### src/rtl/instr_fetch_if.sv
// Bus bundle between the instruction fetch unit, its IRAM and the instruction consumer.
// master = fetch unit side, slave = IRAM/consumer side.
interface instr_fetch_if;
    localparam int unsigned AW = 8;
    localparam int unsigned DW = 8;

    logic          instr_ready;
    logic          instr_valid;
    logic [DW-1:0] instr;
    logic [AW-1:0] iram_address;
    logic          iram_rden;
    logic          iram_wren;
    logic [DW-1:0] iram_data;
    logic [DW-1:0] iram_q;

    modport master (
        input  instr_ready,
        input  iram_q,
        output instr_valid,
        output instr,
        output iram_address,
        output iram_rden,
        output iram_wren,
        output iram_data
    );

    modport slave (
        output instr_ready,
        output iram_q,
        input  instr_valid,
        input  instr,
        input  iram_address,
        input  iram_rden,
        input  iram_wren,
        input  iram_data
    );
endinterface

### src/rtl/instr_fetch.sv
// Single-outstanding instruction fetch from a 1-cycle-latency IRAM with redirect support.
// Optional halt-on-8'hFF detection is enabled by defining IFETCH_HALT_DETECT_EN.
module instr_fetch (
    input  logic                 clock,
    input  logic                 reset_n,
    input  logic                 start,
    input  logic                 jump,
    input  logic [7:0]           jump_addr,
    output logic [7:0]           pc,
    output logic                 halted,
    instr_fetch_if.master        bus
);
    localparam int unsigned AW = 8;
    localparam int unsigned DW = 8;
    localparam logic [DW-1:0] HALT_OPCODE = DW'(8'hFF);

    typedef enum logic [2:0] {
        IDLE    = 3'd0,
        REQ     = 3'd1,
        WAIT    = 3'd2,
`ifdef IFETCH_HALT_DETECT_EN
        PRESENT = 3'd3,
        HALT    = 3'd4
`else
        PRESENT = 3'd3
`endif
    } state_t;

    state_t        state;
    state_t        state_next;
    logic [AW-1:0] pc_next;
    logic [DW-1:0] instr_q;
    logic [DW-1:0] instr_next;
    logic          valid_q;
    logic          rden_q;
`ifdef IFETCH_HALT_DETECT_EN
    logic          halted_q;
`endif

    // Next-state and datapath update; a jump always wins and never advances pc
    always_comb begin
        state_next = state;
        pc_next    = pc;
        instr_next = instr_q;
        case (state)
            IDLE: begin
                if (jump) begin
                    pc_next = jump_addr;
                end else if (start) begin
                    state_next = REQ;
                end
            end
            REQ: begin
                if (jump) begin
                    pc_next    = jump_addr;
                    state_next = REQ;
                end else begin
                    state_next = WAIT;
                end
            end
            WAIT: begin
                if (jump) begin
                    pc_next    = jump_addr;
                    state_next = REQ;
`ifdef IFETCH_HALT_DETECT_EN
                end else if (bus.iram_q == HALT_OPCODE) begin
                    instr_next = HALT_OPCODE;
                    state_next = HALT;
`endif
                end else begin
                    instr_next = bus.iram_q;
                    pc_next    = AW'(pc + AW'(1));
                    state_next = PRESENT;
                end
            end
            PRESENT: begin
                if (jump) begin
                    pc_next    = jump_addr;
                    state_next = REQ;
                end else if (bus.instr_ready) begin
                    state_next = REQ;
                end
            end
`ifdef IFETCH_HALT_DETECT_EN
            HALT: begin
                if (jump) begin
                    pc_next    = jump_addr;
                    state_next = REQ;
                end
            end
`endif
            default: begin
                state_next = IDLE;
            end
        endcase
    end

    // State register; status outputs are registered decodes of the next state
    always_ff @(posedge clock or negedge reset_n) begin
        if (!reset_n) begin
            state    <= IDLE;
            pc       <= '0;
            instr_q  <= '0;
            valid_q  <= 1'b0;
            rden_q   <= 1'b0;
`ifdef IFETCH_HALT_DETECT_EN
            halted_q <= 1'b0;
`endif
        end else begin
            state    <= state_next;
            pc       <= pc_next;
            instr_q  <= instr_next;
            valid_q  <= (state_next == PRESENT);
            rden_q   <= (state_next == REQ);
`ifdef IFETCH_HALT_DETECT_EN
            halted_q <= (state_next == HALT);
`endif
        end
    end

`ifdef IFETCH_HALT_DETECT_EN
    assign halted = halted_q;
`else
    assign halted = 1'b0;
`endif

    assign bus.instr_valid  = valid_q;
    assign bus.instr        = instr_q;
    assign bus.iram_rden    = rden_q;
    assign bus.iram_address = pc;
    assign bus.iram_wren    = 1'b0;
    assign bus.iram_data    = '0;
endmodule
### src/flat_wrapper.sv
// flat-port wrapper written by rule: the top's interface ports become plain ports
module instr_fetch_flat 
  (clock, reset_n, start, jump, jump_addr, pc, halted, bus_instr_ready, bus_iram_q, bus_instr_valid, bus_instr, bus_iram_address, bus_iram_rden, bus_iram_wren, bus_iram_data);
  instr_fetch_if bus_i ();
  input  logic clock;
  input  logic reset_n;
  input  logic start;
  input  logic jump;
  input  logic [7:0] jump_addr;
  output logic [7:0] pc;
  output logic halted;
  input wire logic [$bits(bus_i.instr_ready)-1:0] bus_instr_ready;
  input wire logic [$bits(bus_i.iram_q)-1:0] bus_iram_q;
  output wire logic [$bits(bus_i.instr_valid)-1:0] bus_instr_valid;
  output wire logic [$bits(bus_i.instr)-1:0] bus_instr;
  output wire logic [$bits(bus_i.iram_address)-1:0] bus_iram_address;
  output wire logic [$bits(bus_i.iram_rden)-1:0] bus_iram_rden;
  output wire logic [$bits(bus_i.iram_wren)-1:0] bus_iram_wren;
  output wire logic [$bits(bus_i.iram_data)-1:0] bus_iram_data;
  assign bus_i.instr_ready = bus_instr_ready;
  assign bus_i.iram_q = bus_iram_q;
  assign bus_instr_valid = bus_i.instr_valid;
  assign bus_instr = bus_i.instr;
  assign bus_iram_address = bus_i.iram_address;
  assign bus_iram_rden = bus_i.iram_rden;
  assign bus_iram_wren = bus_i.iram_wren;
  assign bus_iram_data = bus_i.iram_data;
  instr_fetch u_core (.clock(clock), .reset_n(reset_n), .start(start), .jump(jump), .jump_addr(jump_addr), .pc(pc), .halted(halted), .bus(bus_i));
endmodule
### config.mk
export PLATFORM = sky130hd
export DESIGN_NAME = instr_fetch_flat
export DESIGN_NICKNAME = d
export VERILOG_FILES = /design/src/rtl/instr_fetch_if.sv /design/src/rtl/instr_fetch.sv /design/src/flat_wrapper.sv
export SDC_FILE = /design/constraint.sdc
export NUM_CORES = 1
export LEC_CHECK = 0
export CAP_MARGIN = 15
export CORE_UTILIZATION = 40
export DETAILED_ROUTE_END_ITERATION = 12
export GPL_TIMING_DRIVEN = 1
export PLACE_DENSITY = 0.77
export SETUP_SLACK_MARGIN = 0.5
export SLEW_MARGIN = 40
export SYNTH_ARGS = -nofsm -noshare
export SYNTH_HDL_FRONTEND = slang
export SYNTH_SLANG_ARGS = --single-unit
export TNS_END_PERCENT = 100
### constraint.sdc
create_clock -name clock -period 1.85 [get_ports clock]
set_input_delay 0.4625 -clock clock [delete_from_list [all_inputs] [get_ports clock]]
set_output_delay 0.4625 -clock clock [all_outputs]
set_load 0.01 [all_outputs]
==> impl_metrics.yaml <==
global_routing:
  globalRoute.totalOverflow: 0
  grt_pass1_vias: 1014
  largest_net_degree_at_the_start_of_global_routing: 22
  grt_pass1_wl_um: 4857
  grt_util_all_layers_pct: 19.75
  antenna_found_initial: 0
die:
  dieArea_mm2: 0.003167
  start_util_pct: 42.38
  die_width_um: 56.28
  die_h_um: 56.28
  floorplan.io_pins: 57
  core_region_area_mm2: 0.002781
  rows: 19
critical_path:
  rr_startpoint: "u_core.bus.iram_address[1]"
  required_ns: 2.10
  critical_path.most_common_cell: "sky130_fd_sc_hd__buf_6"
  ff2ff_path_depth: 6
  timing.critical_path.to: "u_core.bus.iram_address[4]"
  max_stage_delay_ns: 0.41
  timing.critical_path.arrival_ns: 1.69
  worstPathMaxFanout: 5
  crit_path_start: "u_core.bus.iram_address[1]"
  rrSetupSlack_ns: 0.41
  setup.worst_path.end_class: "register"
  worst_r2r_endpoint: "u_core.bus.iram_address[4]"
  worstPathCellList: "buf_6, buf_6, ha_4, and4b_2, a211o_1, nand3_1"
  timing_worst_setup_path_type: "reg2reg"
  crit_path_top_delay_cell: "sky130_fd_sc_hd__dfrtp_1"
  critical_path.startpoint_type: "register"
synth:
  synth_area_leaders: "sky130_fd_sc_hd__dfrtp_1 45%, sky130_fd_sc_hd__buf_4 11%, sky130_fd_sc_hd__mux2_2 7.6%"
  synth_edf_count: 0
  synth_warnings: 0
  postSynth.topFlopCell: "sky130_fd_sc_hd__dfrtp_1"
  post-synth-top-area-fraction_pct: 44.59
  syn_area_per_cell_um2: 10.81
  post_synth_instance_area_mm2: 0.001179
  synth-async-reset-ratio_pct: 100.0
  yosysSeqAreaShare_pct: 44.59
  netlist.top_cell.by_area: "sky130_fd_sc_hd__dfrtp_1"
  syn_inst: 109
  count_of_cell_types_in_the_netlist: 39
  synth_seq_cells: 21
final_layout:
  mostFrequentLayoutCell: "sky130_fd_sc_hd__buf_4"
  most-common-layout-cells: "25 x sky130_fd_sc_hd__buf_4, 21 x sky130_fd_sc_hd__buf_6, 19 x sky130_fd_sc_hd__clkdlybuf4s50_1"
  insertedDiodeCount: 0
  syn_to_final_growth_pct: 61.89
  drive_above_1_share_pct: 49.44
  post-route-util_pct: 68.60
  nNetsFinal: 203
flow_run:
  max-cap-violations: 0
sta:
  worst_clock_skew_ns: 0.002600
  final_hold_viol_count: 0
  final.hold.worst_slack_ns: 0.4994
  maxSlewViolCount: 0
  fmaxAchievable_mhz: 692.8
  grt_setup_unrepaired: "yes"
  setup_viol: 0
  period_share_pct: 78.02
  totalNegativeSetupSlack_ns: 0
  min_period_ns: 1.443
pwr:
  cellPowerDensity_mw_per_mm2: 731.3
  post-layout-total-power_mw: 1.395
  vdd.ir_drop.worst_mv: 0.5064
  power.static_leakage_nw: 0.9142
clocking:
  cts.reportedPaths.clkPinSlew_ns: 0.13
  cts-root-buf: "sky130_fd_sc_hd__clkbuf_4"
  htree_levels: 1
  bufs_on_longest_clock_path: 2
  number_of_cts_inserted_buffers: 3
  cts_hold_buf: 0
  cts_sinks: 21
  worst_skew_pair.late_latency_ns: 0.30
  tritoncts: "yes"
detailed_routing:
  post-route-drc-count: 0
  routedWlPerCell_um: 15.06
  topRoutingLayerUsed: "met3"
  iteration_0_drc_markers: 14
  wirelength_met1_um: 1396
  met3_wirelength_um: 126
  finalWirelength_um: 3178
  wl_met2_um: 1654
  drtAntennaViolNets: 0
  detailedRoute.firstPassIterationCount: 4
  detail_route.vias_per_cell: 5.133
  vias: 1083
status:
  run_status: "finished clean"
place:
  routabilityCongestion: 0.8167
  placement.io_buffers: 46
  detailedPlacementHpwl_um: 1973
min_path:
  hold_class: "in2async"
-- layer usage --
metal  up-vias  GRT usage (%)
li1        515              -
met5         -              0
met2        42          34.86
met1       526          25.37
met3         0          2.074
met4         0          6.272
-- layout make-up --
class | instances | area [um^2]
Clock buffer | 3 | 22.52
Sequential cell | 21 | 533.0
Timing Repair Buffer | 79 | 689.4
Tap cell | 31 | 38.79
Inverter | 2 | 7.507
Clock inverter | 1 | 5.005
Multi-Input combinational cell | 74 | 611.8
Fill cell | 200 | 873.3
-- through the flow --
step | setup slack (ns) | instances | area (um^2)
final | 0.4067 | 211 | 1908
after global routing | 0.3246 | 211 | 1908
after CTS | 0.4018 | 202 | 1730
after detailed placement | -0.08740 | 182 | 1625
after global placement | -0.08482 | 182 | 1625
after floorplan | 0.3373 | 119 | 1230
-- cell families after synthesis --
kind of cell	count (synthesis)	synth area share (%)
AO/OA/AOI/OAI	24	14.97
adder cells (fa/ha/maj)	1	1.061
buffers and inverters	24	13.48
flip-flops	21	44.59
multiplexers	8	7.644
other	1	0.3182
AND/OR/NAND/NOR	30	17.94
-- synth_stat cells (all sizes together), types with 3 or more instances --
cell     n
nor2b    3
nor2     3
a22oi    5
nand3b   3
nand4    3
mux2     8
a21oi    5
o311ai   3
clkbuf   3
nand2    3
dfrtp   21
buf     19
-- power by group --
part | total (mW) | switching (mW) | internal [mW]
registers | 0.581 | 0.0522 | 0.529
logic | 0.586 | 0.237 | 0.349
clock network | 0.229 | 0.148 | 0.0806
total | 1.40 | 0.437 | 0.958
-- worst max-delay path: cells and delay by family (launching register included) --
kind	cells	cell delay (ns)
buf+inv	2	0.24
compound gates	1	0.26
fa+ha+maj	1	0.15
flops	1	0.41
simple gates	2	0.32
-- how the worst min path moves through the flow --
stage / slack, ns / to / start
2_1_floorplan: 0.17 / u_core.bus.instr[0] / reset_n
3_3_place_gp: 0.49 / u_core.bus.instr[5] / u_core.bus.instr[5]
3_5_place_dp: 0.50 / u_core.bus.instr[6] / u_core.bus.instr[6]
4_1_cts: 0.51 / u_core.bus.iram_address[7] / reset_n
5_1_grt: 0.52 / u_core.bus.iram_address[2] / reset_n
6_report: 0.50 / u_core.bus.iram_address[5] / reset_n
-- registers in the layout (all words and copies together) (netlist names) --
register	cells
u_core.bus.iram_rden	1
u_core.state	3
u_core.bus.instr_valid	1
u_core.bus.iram_address	8
u_core.bus.instr	8
-- timing repair --
| item | in CTS | in global routing |
|---|---|---|
| buffers inserted | 16 | 9 |
| pin swaps | 10 | 3 |
| setup endpoints to repair | 43 | 30 |
| gates resized for setup | 126 | 26 |
(Power assumes the default switching activity.)
